$ cat config.mk
export PLATFORM = sky130hd
export DESIGN_NAME = pin_sequence_lock
export DESIGN_NICKNAME = d
export VERILOG_FILES = /design/src/rtl/pin_lock_pkg.sv /design/src/rtl/cycle_timer.sv /design/src/rtl/pin_sequence_lock.sv
export SDC_FILE = /design/constraint.sdc
export NUM_CORES = 1
export LEC_CHECK = 0
export BUFFER_PORTS_ARGS = -buffer_cell sky130_fd_sc_hd__buf_2
export CAP_MARGIN = 10
export CORE_UTILIZATION = 40
export DETAILED_ROUTE_END_ITERATION = 16
export PLACE_DENSITY_LB_ADDON = 0.08
export SLEW_MARGIN = 5
export SYNTH_ARGS = -nofsm -noshare
export SYNTH_HDL_FRONTEND = slang
export SYNTH_SLANG_ARGS = --single-unit
$ cat constraint.sdc
create_clock -name clock -period 2 [get_ports clock]
set_clock_uncertainty 0.2 [all_clocks]
set_input_delay 0.2 -clock clock [delete_from_list [all_inputs] [get_ports clock]]
set_output_delay 0.2 -clock clock [all_outputs]
set_load 0.005 [all_outputs]
$ cat src/rtl/pin_lock_pkg.sv
// rtl/pin_lock_pkg.sv - shared FSM state type and counter sizing helper for pin_sequence_lock
package pin_lock_pkg;

  typedef enum logic [1:0] {
    ST_ENTRY   = 2'd0,
    ST_CHECK   = 2'd1,
    ST_UNLOCK  = 2'd2,
    ST_LOCKOUT = 2'd3
  } lock_state_t;

  // Bits needed to hold values 0..max_val, never less than one.
  function automatic int cnt_width(input int max_val);
    return (max_val < 2) ? 1 : $clog2(max_val + 1);
  endfunction

endpackage

$ cat src/rtl/cycle_timer.sv
// rtl/cycle_timer.sv - loadable down-counter with done flag, shared by UNLOCK and LOCKOUT
module cycle_timer #(
  parameter int WIDTH = 4
) (
  input  logic             clock,
  input  logic             reset,
  input  logic             i_load,
  input  logic [WIDTH-1:0] i_value,
  output logic             o_done
);

  logic [WIDTH-1:0] r_count;

  always_ff @(posedge clock or posedge reset) begin
    if (reset) begin
      r_count <= '0;
    end else if (i_load) begin
      r_count <= i_value;
    end else if (r_count != '0) begin
      r_count <= r_count - WIDTH'(1);
    end
  end

  assign o_done = (r_count == '0);

endmodule

$ cat src/rtl/pin_sequence_lock.sv
// rtl/pin_sequence_lock.sv - PIN entry lock with timed unlock; PIN_LOCKOUT_EN adds attempt counting and lockout
module pin_sequence_lock
  import pin_lock_pkg::*;
#(
  parameter int DIGIT_WIDTH    = 4,
  parameter int NUM_DIGITS     = 4,
  parameter int MAX_ATTEMPTS   = 3,
  parameter int UNLOCK_CYCLES  = 8,
  parameter int LOCKOUT_CYCLES = 16
) (
  input  logic                                clock,
  input  logic                                reset,
  input  logic                                key,
  input  logic                                clear,
  input  logic [DIGIT_WIDTH-1:0]              digit,
  input  logic [NUM_DIGITS*DIGIT_WIDTH-1:0]   pin,
  output logic                                unlock,
  output logic                                error,
  output logic                                lockedOut,
  output logic [$clog2(NUM_DIGITS+1)-1:0]     digitCount
);

  localparam int ENTRY_W = NUM_DIGITS * DIGIT_WIDTH;
  localparam int CNT_W   = $clog2(NUM_DIGITS + 1);
  localparam int TMAX    = (UNLOCK_CYCLES > LOCKOUT_CYCLES) ? UNLOCK_CYCLES : LOCKOUT_CYCLES;
  localparam int TIMER_W = cnt_width(TMAX);

  lock_state_t        r_state;
  lock_state_t        w_next;
  logic [ENTRY_W-1:0] r_entry;
  logic [CNT_W-1:0]   r_count;
  logic               r_error;
  logic               w_match;
  logic               w_key_last;
  logic               w_go_lockout;
  logic               w_timer_load;
  logic               w_timer_done;
  logic [TIMER_W-1:0] w_timer_value;

  assign w_match    = (r_entry == pin);
  assign w_key_last = key && !clear && (r_count == CNT_W'(NUM_DIGITS - 1));

`ifdef PIN_LOCKOUT_EN
  localparam int ATT_W = cnt_width(MAX_ATTEMPTS);
  logic [ATT_W-1:0] r_attempts;

  assign w_go_lockout = (r_attempts == ATT_W'(MAX_ATTEMPTS - 1));

  // Zeroed on the failure that triggers lockout, so ENTRY resumes with a fresh count.
  always_ff @(posedge clock or posedge reset) begin
    if (reset) begin
      r_attempts <= '0;
    end else if (r_state == ST_CHECK) begin
      r_attempts <= (w_match || w_go_lockout) ? '0 : r_attempts + ATT_W'(1);
    end
  end
`else
  logic w_unused_cfg;
  assign w_unused_cfg = (MAX_ATTEMPTS > 0);
  assign w_go_lockout = 1'b0;
`endif

  assign w_timer_load  = (r_state == ST_CHECK) && (w_match || w_go_lockout);
  assign w_timer_value = w_match ? TIMER_W'(UNLOCK_CYCLES - 1) : TIMER_W'(LOCKOUT_CYCLES - 1);

  cycle_timer #(
    .WIDTH (TIMER_W)
  ) u_timer (
    .clock   (clock),
    .reset   (reset),
    .i_load  (w_timer_load),
    .i_value (w_timer_value),
    .o_done  (w_timer_done)
  );

  always_ff @(posedge clock or posedge reset) begin
    if (reset) begin
      r_state <= ST_ENTRY;
    end else begin
      r_state <= w_next;
    end
  end

  always_comb begin
    w_next = r_state;
    case (r_state)
      ST_ENTRY:   if (w_key_last) w_next = ST_CHECK;
      ST_CHECK: begin
        if (w_match)           w_next = ST_UNLOCK;
        else if (w_go_lockout) w_next = ST_LOCKOUT;
        else                   w_next = ST_ENTRY;
      end
      ST_UNLOCK:  if (w_timer_done) w_next = ST_ENTRY;
      ST_LOCKOUT: if (w_timer_done) w_next = ST_ENTRY;
      default:    w_next = ST_ENTRY;
    endcase
  end

  always_comb begin
    unlock     = (r_state == ST_UNLOCK);
`ifdef PIN_LOCKOUT_EN
    lockedOut  = (r_state == ST_LOCKOUT);
`else
    lockedOut  = 1'b0;
`endif
    error      = r_error;
    digitCount = r_count;
  end

  // Shifting left keeps the first digit in the MSB slice once the entry is complete.
  always_ff @(posedge clock or posedge reset) begin
    if (reset) begin
      r_entry <= '0;
      r_count <= '0;
      r_error <= 1'b0;
    end else begin
      r_error <= (r_state == ST_CHECK) && !w_match;
      case (r_state)
        ST_ENTRY: begin
          if (clear) begin
            r_entry <= '0;
            r_count <= '0;
          end else if (key) begin
            r_entry <= (r_entry << DIGIT_WIDTH) | ENTRY_W'(digit);
            r_count <= r_count + CNT_W'(1);
          end
        end
        ST_CHECK: begin
          r_entry <= '0;
          r_count <= '0;
        end
        default: ;
      endcase
    end
  end

endmodule
# Yosys cells after proc, flatten, opt, wreduce, memory -nomap -nowiden
# Index checks and enable logic that the tools add are counted.
# classes
eq_ne	8
n_reduce_logical	14
n_lt_le_gt_ge	0
div_mod_pow	0
n_shift	0
mux	13
mul	0
bitwise	1
n_addsub	2
# ops
cell	n
16-bit two-way mux	2
16-bit case mux with 2 select lines	1
16-bit == test	1
16-bit by 4-bit bitwise OR with 16-bit output	1
5-bit two-way mux	2
2-bit two-way mux	3
3-bit two-way mux	2
2-bit case mux with 3 select lines	1
3-bit case mux with 2 select lines	1
5-bit zero test	1
5-bit nonzero test	1
5-bit by 1-bit subtractor with 5-bit output (second input constant)	1
2-bit == test (second input constant)	2
1-bit logical AND	4
4-bit two-way mux	1
2-bit AND reduction	2
2-bit nonzero test	2
3-bit by 1-bit adder with 3-bit output (second input constant)	1
3-bit by 2-bit == test with 1-bit output (second input constant)	1
3-bit inequality test (second input constant)	1
2-bit by 1-bit == test with 1-bit output (second input constant)	1
1-bit zero test	2
2-bit zero test	1
2-bit by 1-bit inequality test with 1-bit output (second input constant)	1
2 further kinds	2
# totals
inputBits	24
mem_count	0
out_inout_bits	6
ramBits	0
ff_bits	27
elab_cells	43
romBits	0
latch_bits	0

# Depth between registers and ports, before layout
# depth
word_depth	5
ltp_mapped	7

# Cells and area by module
# Synthesis repeated with hierarchy kept, for this count alone.
# unflattened
cells_unflattened	132
area_unflattened_um2	1501.4
# modules_own_cells
module	n_inst	area_each_um2	cells_each
pin_sequence_lock	1	1218.7	104
cycle_timer	1	282.8	28

# Least setup slack after synthesis
# OpenSTA, ideal clock, no wires.
# synth_timing
kind	register to register
start	register u_timer.r_count[0]
end	register r_state[0]
path_slack_ns	0.224
setup_ns	0.121
arrival_ns	1.455
synth_period_minus_slack_ns	1.776
stages_incl_launch_ff	6
path_cell_list	dfrtp_1 inv_1 ha_1 or4b_1 buf_2 a32o_2
# synth_between
elab_chain_len	3
# synth_rtl
element	line_no	source
from (decl)	cycle_timer.sv:12	logic [WIDTH-1:0] r_count;
from (signal assigned)	cycle_timer.sv:18	r_count <= i_value;
from (signal assigned)	cycle_timer.sv:20	r_count <= r_count - WIDTH'(1);
5-bit zero test	cycle_timer.sv:24	assign o_done = (r_count == '0);
2-bit by 1-bit inequality test with 1-bit output (no source line)	n/a	
2-bit AND reduction (no source line)	n/a	
to (signal assigned)	pin_sequence_lock.sv:80	r_state <= w_next;
to (decl)	pin_sequence_lock.sv:28	lock_state_t r_state;
# Every way passes these cells.
# A chain may end at the register's enable or synchronous reset.

# Worst setup path in the final report
# Ends and elaborated chain as after synthesis.

==> results.md <==
Placed design:
- The final weighted congestion of routability-driven global placement is between 0.7 and 0.8.
- Detailed placement finished with a half-perimeter wire length of ~1900 um.
- After detailed placement, the design holds a cell count of 189.
- The count of input and output buffers is 28.

Critical path:
- Tracing the worst setup path back leads to its startpoint at u_timer.r_count[0].
- The most critical setup path has its endpoint at r_state[0].
- The register-to-register setup slack is 0.17 ns.
- The depth of the worst register-to-register path is 4.
- The worst reg2reg path startpoint is u_timer.r_count[0].
- The maximum fanout encountered on the critical timing path is 6.
- The worst setup path is of the reg2reg kind.
- The arrival time reported for the critical path endpoint is 1.85 ns.
- STA classifies the critical path endpoint as a register.
- The worst setup path is launched from a register.
- For the worst setup path, the data required time is ~2.0 ns.
- In this run the critical register-to-register path is captured at r_state[0].

Route:
- In the final routing, the length of wire on met1 measures 1270 um.
- Once detail routing completed, the nets flagged for antenna violations numbered 0.
- For this run, the detailed router's first-pass iteration total came to 4.
- Using the TritonRoute via totals, the vias-per-cell ratio works out to about 5.
- The number of design rule violations left after detail routing is 0.
- The first routing iteration left 34 violations.
- After detailed routing, no signal wire sits above met4.
- Summed over all nets, wire length on met3 after detailed routing comes to 95 um.
- After detailed routing, the average wire length per cell comes to roughly 14 um.
- Across all layers, the routed design uses 987 vias.
- The sum of met2 wire segment lengths after detailed routing is approximately 1300 um.
- The overall routed net length is between 2000 and 3000 um.

Floorplanning:
- In this run the vertical extent of the chip is 59.3 um.
- Once the floorplan was initialized, standard cells occupied between 40% and 50% of the core.
- The floorplan die area is ~0.0035 mm2.
- During I/O placement, the number of pins put on the boundary was 30.
- The number of standard-cell rows in the floorplan is 20.
- The overall die width is ~59 um.
- The placeable core area is 0.00308 mm2.

STA:
- The post-route clock period utilization is 91.4%.
- The maximum clock frequency is between 500 and 600 MHz.
- Setup repair after global routing left no endpoint under its margin.
- The final-report setup violation count is 0.
- The final max-slew violation count is 0.
- The final count of hold timing violations is 0.
- The worst path in the final design needs a cycle of 1.83 ns, including I/O delays and setup.
- In the final timing run, aggregate negative setup slack is 0 ns.

Yosys:
- Summing the areas of all xor and xnor instances in the mapped netlist gives about 11% of the synthesized area.
- The total of warnings raised by yosys is 0.
- In this run, distinct cell masters in the synthesized netlist total 29.
- When the netlist entered floorplanning its net count stood at about 150.
- The share of the synthesized area in compound gates (AO/OA/AOI/OAI) is between 10% and 20%.
- Of the total synthesized cell area, the portion taken by full adders, half adders and majority gates is 2.86%.
- The synthesized instance count is 120.
- The number of enable flip-flop cells after synthesis is 0.
- After synthesis, flip-flops and latches occupy approximately 52% of the total area.
- The mapped netlist covers 0.00131 mm2.
- The share of cell area taken by muxes after synthesis is less than 1%.
- The average instance area after synthesis is roughly 11 um2.
- The largest family of logic cells by synthesized area is compound AO/OA/AOI/OAI gates.
- After Yosys synthesis, and, or, nand and nor cells account for a little over an eighth of the synthesized area.
- The most used flip-flop cell after synthesis is dfrtp_1.
- The flip-flop and latch count after synthesis is 27.
- The fraction of registers with async set/reset is 100%.

Clocking:
- After clock tree synthesis, the clock-pin slew on the worst setup and hold paths is 0.15 ns.
- The worst-skew pair later-pin latency is around 0.32 ns.
- The total CTS buffers is 3.
- The number of clock sinks is 27.
- TritonCTS built the clock tree.
- After clock tree synthesis, the setup repair step added 0 buffers.
- In this run the number of H-tree levels came out at 1.
- The root buffer cell is clkbuf_4.
- No sink is reached through more buffers than the 2 on the longest clock path.

Final layout:
- The count of inserted antenna diode cells is 0.
- The non-filler instance count after layout is roughly 200.
- The area added between synthesis and finish is 20.6%.
- The number of nets in the layout is 182.
- Of the cells placed in the final design, the portion with a size suffix greater than 1 is ~25%.
- Counting the fill cells in the layout gives roughly 310.

Power and ir drop:
- IR analysis of the VDD net gives a maximum drop of roughly 0.27 mV.
- In this run the static leakage power is a little over 0.8 nW.
- Dividing total power by cell area gives a power density of about 750 mW/mm2.

Global route:
- The via count of the first global-routing pass is 994.
- The wire length of the first global-routing pass is approximately 4400 um.
- The aggregate global routing overflow is 0.
- The number of antenna violations at the first check in global routing came to 0.
- The global-route usage over all layers is 17.2%.
- Entering global routing, the biggest net connects 24 pins.

Run:
- The number of max-cap violations is 0.

Worst hold path:
- The path class of the lowest-slack min-delay path is in2reg.

Outcome:
- The run finished with clean final reports.
Yosys cell counts, types with 2 or more instances:
library cell | n | area, um2
a21oi_1 | 2 | 10.0
a22o_1 | 13 | 114
buf_2 | 3 | 15.0
buf_4 | 2 | 15.0
dfrtp_1 | 27 | 676
ha_1 | 3 | 37.5
inv_1 | 6 | 22.5
nand2_1 | 13 | 48.8
nor2_1 | 3 | 11.3
nor2b_1 | 2 | 12.5
nor3_1 | 2 | 10.0
nor4_1 | 4 | 25.0
o21ai_1 | 9 | 45.0
xor2_1 | 16 | 140
placed cells by master (no fill, tap or decap), types with 2 or more instances in the layout:
cell	instances
nand2_1	13
dfrtp_1	27
inv_1	6
nor3_1	2
nor4_1	3
nor2_1	3
ha_1	3
buf_4	3
a22o_1	13
dlygate4sd3_1	5
xor2_1	16
o21ai_1	9
buf_2	28
a21oi_1	2
nor2b_1	2
clkbuf_4	3
layer usage:
metal / GRT usage (%) / up-vias
li1: - / 488
met1: 23.9 / 478
met2: 26.5 / 19
met3: 2.84 / 2
met4: 7.48 / 0
met5: 0 / -
cells by family after synthesis:
group,count (synthesis)
simple gates,31
compound gates,28
flops,27
xor+xnor,17
buf+inv,12
fa+ha+maj,3
other cells,1
mux,1
worst min path at each step:
stage | from | endpoint | slack, ns | cells past startpoint
3_5_place_dp | reset | digitCount[2] | -0.02 | 2
3_3_place_gp | reset | digitCount[2] | -0.02 | 2
4_1_cts | clear | r_entry[0] | 0.04 | 4
2_1_floorplan | reset | digitCount[0] | 0.05 | 1
6_report | clear | r_entry[2] | 0.05 | 4
5_1_grt | clear | r_entry[0] | 0.05 | 4
critical path: stages, from the launching register on:
cell and delay, ns:
dfrtp_1 0.43, inv_1 0.07, ha_1 0.22, or4b_4 0.53
a32o_2 0.28
registers in the layout, indices dropped and copies added (netlist names):
| name | cells |
|---|---|
| r_entry | 16 |
| r_state | 2 |
| digitCount | 3 |
| u_timer.r_count | 5 |
| error | 1 |
per-stage QoR:
stage                     cell area [um2]  utilization [%]  setup WS, ns  hold WS, ns  total power, W
after global placement               1500             48.6         0.160      -0.0161        0.000934
after floorplan                      1310                -         0.224       0.0527        0.000871
after global routing                 1580             51.4        0.0483       0.0455         0.00127
after detailed placement             1500             48.6        0.0990      -0.0192        0.000946
final                                1580             51.4         0.173       0.0499         0.00118
after CTS                            1570             51.1        0.0798       0.0358         0.00119
repair_timing:
action	4_1_cts	5_1_grt
hold buffers	5	0
endpoints found under the setup margin	0	2
hold endpoints to repair	12	0
resized for setup	0	2
power by group:
group	internal, W	total (W)	switching [W]
combinational	0.000147	0.000285	0.000137
clock	0.0000779	0.000235	0.000158
sequential	0.000606	0.000661	0.0000554
total	0.000831	0.00118	0.000350
layout make-up:
type | count | area, um2 | share of cell area (%)
sequential | 27 | 676 | 42.7
tap | 44 | 55.1 | 3.48
multi-input combinational | 81 | 589 | 37.3
clock buffer | 4 | 26.3 | 1.66
inverter | 6 | 22.5 | 1.42
timing repair buffer | 36 | 213 | 13.4
Note: power is estimated with default switching activity, not from simulation.
